$ cat src/rtl/pipe_seg_reg.sv
// Inter-stage pipeline segment register: CHANNELS x WIDTH payload plus valid,
// with bubble hold, flush kill, optional deferred flush and saturating event counters.
module pipe_seg_reg #(
    parameter int unsigned      WIDTH       = 32,
    parameter int unsigned      CHANNELS    = 2,
    parameter logic [WIDTH-1:0] FLUSH_VAL   = '0,
    parameter bit               DEFER_FLUSH = 1'b0,
    parameter int unsigned      CNT_W       = 16
) (
    input  logic                      clk,
    input  logic                      rst_n,
    input  logic                      bubble,
    input  logic                      flush,
    input  logic                      in_valid,
    input  logic [CHANNELS*WIDTH-1:0] in_data,
    output logic                      out_valid,
    output logic [CHANNELS*WIDTH-1:0] out_data,
    output logic                      flush_pending,
    output logic [CNT_W-1:0]          stall_cnt,
    output logic [CNT_W-1:0]          flush_cnt,
    input  logic                      clr_cnt
);

    localparam int unsigned       DATA_W  = CHANNELS * WIDTH;
    localparam logic [CNT_W-1:0]  CNT_MAX = '1;
    localparam logic [CNT_W-1:0]  CNT_ONE = CNT_W'(1);

    logic [DATA_W-1:0] flush_word;
    logic              apply_flush_c;
    logic              arm_flush_c;

    assign flush_word    = {CHANNELS{FLUSH_VAL}};
    // A held flush and a fresh flush on the same unbubbled edge are one event.
    assign apply_flush_c = !bubble && (flush || flush_pending);
    assign arm_flush_c   = DEFER_FLUSH && bubble && flush;

    // Payload, valid and deferred-flush flag.
    always_ff @(posedge clk or negedge rst_n) begin
        if (!rst_n) begin
            out_data      <= flush_word;
            out_valid     <= 1'b0;
            flush_pending <= 1'b0;
        end else if (bubble) begin
            if (arm_flush_c) begin
                flush_pending <= 1'b1;
            end
        end else if (apply_flush_c) begin
            out_data      <= flush_word;
            out_valid     <= 1'b0;
            flush_pending <= 1'b0;
        end else begin
            out_data  <= in_data;
            out_valid <= in_valid;
        end
    end

    // Saturating performance counters; clear wins over a same-edge increment.
    always_ff @(posedge clk or negedge rst_n) begin
        if (!rst_n) begin
            stall_cnt <= '0;
            flush_cnt <= '0;
        end else if (clr_cnt) begin
            stall_cnt <= '0;
            flush_cnt <= '0;
        end else begin
            if (bubble && (stall_cnt != CNT_MAX)) begin
                stall_cnt <= stall_cnt + CNT_ONE;
            end
            if (apply_flush_c && (flush_cnt != CNT_MAX)) begin
                flush_cnt <= flush_cnt + CNT_ONE;
            end
        end
    end

endmodule

$ cat config.mk
export PLATFORM = sky130hd
export DESIGN_NAME = pipe_seg_reg
export DESIGN_NICKNAME = d
export VERILOG_FILES = /design/src/rtl/pipe_seg_reg.sv
export SDC_FILE = /design/constraint.sdc
export NUM_CORES = 1
export LEC_CHECK = 0
export CAP_MARGIN = 10
export CORE_MARGIN = 8
export CORE_UTILIZATION = 46
export CTS_CLUSTER_SIZE = 20
export DETAILED_ROUTE_END_ITERATION = 10
export GPL_TIMING_DRIVEN = 0
export PLACE_DENSITY_LB_ADDON = 0.08
export REMOVE_ABC_BUFFERS = 1
export SLEW_MARGIN = 20
export SYNTH_ARGS = -nofsm -noshare
export SYNTH_HDL_FRONTEND = slang
export SYNTH_SLANG_ARGS = --single-unit
$ cat constraint.sdc
create_clock -name clk -period 4.9 [get_ports clk]
set_clock_uncertainty 0.15 [all_clocks]
set_input_delay 0.735 -clock clk [delete_from_list [all_inputs] [get_ports clk]]
set_output_delay 0.735 -clock clk [all_outputs]
set_load 0.02 [all_outputs]
-- Yosys cells after proc, flatten, opt, wreduce, memory -nomap -nowiden
Index checks and enable logic that the tools add are counted.
- bits in registers: 97
- input bits: 70
- output and inout port bits: 98
- logic and storage cells: 20
- add/subtract/negate cells: 2
- equality and inequality tests: 2
- mux-type cells: 6
- reduce and logical (&&, ||, !) cells: 6
- operators with widths (kind ; count):
    $mux 16 ; 4
    $mux 64 ; 1
    $add 16x1->16 const B ; 2
    $ne 16x16->1 const B ; 2
    $reduce_bool 2->1 ; 2
    $logic_and 1x1->1 ; 3
    $logic_not 1->1 ; 1
    $mux 1 ; 1

-- Logic depth before layout (Yosys ltp)
- word-level depth: 5
- mapped depth: 6
- mapped depth without buffers: 6

-- Least setup slack after synthesis
No wires, ideal clock.
- path kind: reg2reg
- start point: register flush_cnt[5]
- end point: register flush_cnt[2]
- library setup time: 132 ps
- arrival: 1805 ps
- data required time: 4618 ps
- path slack: 2813 ps
- cell stages (with the launch flop): 7
- buffers on the path: 1
- period minus slack after synthesis: 2087 ps
- path through: dfrtp_1 > nand4_2 > or4_4 > buf_6 > o211ai_1 > xor2_1 > nor2_1
- longest elaborated chain between the ends: 3
- RTL lines (element ; line ; RTL):
    start, declared ; 20 ; output logic [CNT_W-1:0] flush_cnt,
    start signal, assigned ; 70 ; flush_cnt <= flush_cnt + CNT_ONE;
    $ne 16x16->1 ; 69 ; if (apply_flush_c && (flush_cnt != CNT_MAX)) begin
    $logic_and 1x1->1 ; 69 ;
    $reduce_bool 2->1 (no line) ; - ;
Every way passes these cells.
A chain may end at the register's enable or synchronous reset.

-- Final worst setup path
- start point: input flush
- end point: register flush_cnt[9]
- longest elaborated chain between the ends: 3
- RTL lines (element ; line ; RTL):
    start, declared ; 13 ; input logic flush,
    $logic_and 1x1->1 ; 34 ; assign apply_flush_c = !bubble && (flush || flush_pending);
    $logic_and 1x1->1 ; 69 ;
    $reduce_bool 2->1 (no line) ; - ;
Every way passes these cells.

==> results.toml <==
[worst_setup_path]
critPathRequiredTime_ns = 5.04
crit_path_top_delay_cell = "clkdlybuf4s50_1"
cp-startpoint = "flush"
reg2reg_depth = 5
critical_path_buf_inv_count = 1
cp_max_fo = 5
crit_cells = 6
setup.worst_path.start_class = "input port"
critPathTopFamily = "simple AND/OR/NAND/NOR gates"
rrSetupSlack_ns = 2.71
rr_startpoint = "flush_cnt[6]"
worstPathCellList = "clkdlybuf4s50_1 > nor2b_1 > and4_1 > o21ai_0 > or3_1 > a21oi_1"
arrival_ns = 2.60
r2r-end = "flush_cnt[5]"
max_stage_delay_ns = 0.54
crit_path_end_kind = "flip-flop"
crit_path_end = "flush_cnt[9]"
crit_type = "input port to flip-flop"

[yosys]
ys_warn_count = 0
synth.distinct_cells = 38
synth_area_leaders = "dfrtp_1, a22o_1, xor2_1, nor2_1, xnor2_1"
synthMuxAreaShare_pct = 0.789
synth_top_area_share_pct = 61.2
ys_seq_area_share_pct = 61.2
syn_area_um2 = 3960
synth_xor_area_share_pct = 5.30
ys_ff_latch = 97
synth_simple_gate_area_share_pct = 10.7
synthCells = 326
synth_top_family_by_area = "compound AO/OA/AOI/OAI gates"
avgSynthCellArea_um2 = 12.2
yosys.area.top_type = "dfrtp_1"
synth_compound_area_share_pct = 18.5
synthAdderAreaFrac_pct = 0.631

[placed_design]
place.gp.congestion = 0.788
dp_hpwl_um = 8200
io_buffers = 166

[global_route]
grt_pass1_wl_um = 17400
grtUsageTotal_pct = 18.9
grt_remaining_overflow = 0
grt_max_degree = 61
antenna_found_initial = 0
grt_pass1_vias = 3317

[die]
fp.dieArea_um2 = 11800
pin_count = 168
die_y_um = 109
core-area_um2 = 8550
rows = 34
die_w_um = 109
start_util_pct = 46.4

[drt]
drc_errors = 0
ant_nets = 0
met1Wirelength_um = 4280
routed.top_layer = "met4"
wl_met3_um = 1240
met2WireLength_um = 5210
first_pass_iters = 4
drt-total-wl_um = 11000
drt-initial-drc-count = 90
wl_per_cell_um = 18.3
vias_per_cell = 5.37
vias = 3223

[sta]
finalSetupViolCount = 0
relSlewSlack_pct = 54.5
fmax_mhz = 405
slew_viol_final = 0
rsz0062_at_grt = "false"
tns_ns = 0
hold_viol = 0
period_minus_slack_ns = 2.47
fin_crit_sh_pct = 50.4
whs_ns = 0.123
worst_pin_slew_ns = 0.677

[pwr]
internal_power_mw = 1.24
switching_power_mw = 0.442
swShare_pct = 26.2
clkPwrFrac_pct = 30.1
combPwrFrac_pct = 18.3
pwr_density_cell_nw_per_um2 = 283
leakage_nw = 2.56
p_seq_share_pct = 51.7
ir_drop_mv = 0.184

[clock_tree]
cts_resized = 0
cts-root-buf = "clkbuf_8"
tritoncts = "done"
postCtsHoldBufs = 0
cts_made_buffers = 9
clkSinkCount = 97
h-tree-depth = 3
clkLatencyLatePin_ns = 0.36
post-cts-setup-buffer-count = 0
clkTransAtPathRegs_ns = 0.10
cts_max_path_buffers = 2

[final_layout]
antennaDiodeCount = 0
drive_above_1_share_pct = 5.28
mostFrequentLayoutCells = "clkdlybuf4s50_1, dfrtp_1, a22o_1"
syn_to_final_growth_pct = 50.5
final_common_cell = "clkdlybuf4s50_1"
final_nets = 559

[hold_path]
hold_class = "input port to asynchronous set/reset pin"

[run_status]
status = "completed"

[run]
drv_cap = 0
## power by group through the flow
stage	combinational, mW	sequential [mW]	clock, mW
final	0.308	0.871	0.507
after global routing	0.329	0.877	0.553
after CTS	0.314	0.872	0.518
after floorplan	0.0531	0.940	0
after global placement	0.304	0.885	0
after detailed placement	0.313	0.886	0
## worst reg2reg max path, delay by kind of cell (launching register included)
kind             cells  cell delay [ns]
AND/OR/NAND/NOR      3             0.91
XOR/XNOR             1             0.18
flip-flops           1             0.46
AO/OA/AOI/OAI        1             0.35
## worst min-delay path by stage
stage | to | slack (ns) | cells after the start
after floorplan | flush_cnt[0] | 0.29 | 0
after global placement | out_data[63] | 0.34 | 1
after detailed placement | out_data[41] | 0.35 | 1
after CTS | flush_cnt[11] | 0.12 | 1
after global routing | flush_cnt[11] | 0.13 | 1
final | flush_cnt[4] | 0.12 | 1
## cells by family (layout without fill, tap and decap cells)
group | after synthesis | in the layout
AO/OA/AOI/OAI | 89 | 89
XOR/XNOR | 24 | 24
multiplexers | 3 | 3
flip-flops | 97 | 97
buffers and inverters | 26 | 192
other | 1 | 1
AND/OR/NAND/NOR | 84 | 84
adder cells (fa/ha/maj) | 2 | 2
## through the flow
stage	utilization, %	setup slack [ns]	power, mW	std cells	area (um2)
2_1_floorplan	-	1.61	0.993	306	3880
5_1_grt	69.8	2.38	1.76	600	5970
4_1_cts	69.8	2.45	1.70	600	5970
3_5_place_dp	67.6	2.06	1.20	584	5780
3_3_place_gp	66.4	-2.44	1.19	580	5670
6_report	69.8	2.43	1.69	600	5970
## registers in the layout, indices dropped and copies added, names as in the netlist
register / count
flush_cnt: 16
out_data: 64
out_valid: 1
stall_cnt: 16
## cells in the mapped netlist, drive strengths merged
master and number:
nor3 8, a21oi 8, o211ai 3, nand2 7, nand4 7, or3 4
o41ai 1, a31oi 2, o2111ai 3, mux2i 2, nor2 33, ha 2
nand3 11, nor4 1, and4 3, mux2 1, o41a 1, nor2b 2
buf 5, conb 1, or4 2, dfrtp 97, o311ai 1, nand3b 2
and3 4, clkbuf 15, xor2 17, a21o 1, inv 6, o21ai 4
a22o 65, xnor2 7
## layout make-up
cell class	count	area (um2)
Fill cell	672	2580
Sequential cell	97	2430
Timing Repair Buffer	170	1760
Multi-Input combinational cell	203	1440
Tap cell	108	135
Clock buffer	11	131
Clock inverter	5	56.3
Inverter	6	22.5
## per-layer routing
layer  up-vias  GRT usage, %
met2       111          29.9
met5         -             0
met4         0          8.70
li1       1518             -
met3        16          9.40
met1      1578          20.9
(Power assumes the default switching activity.)
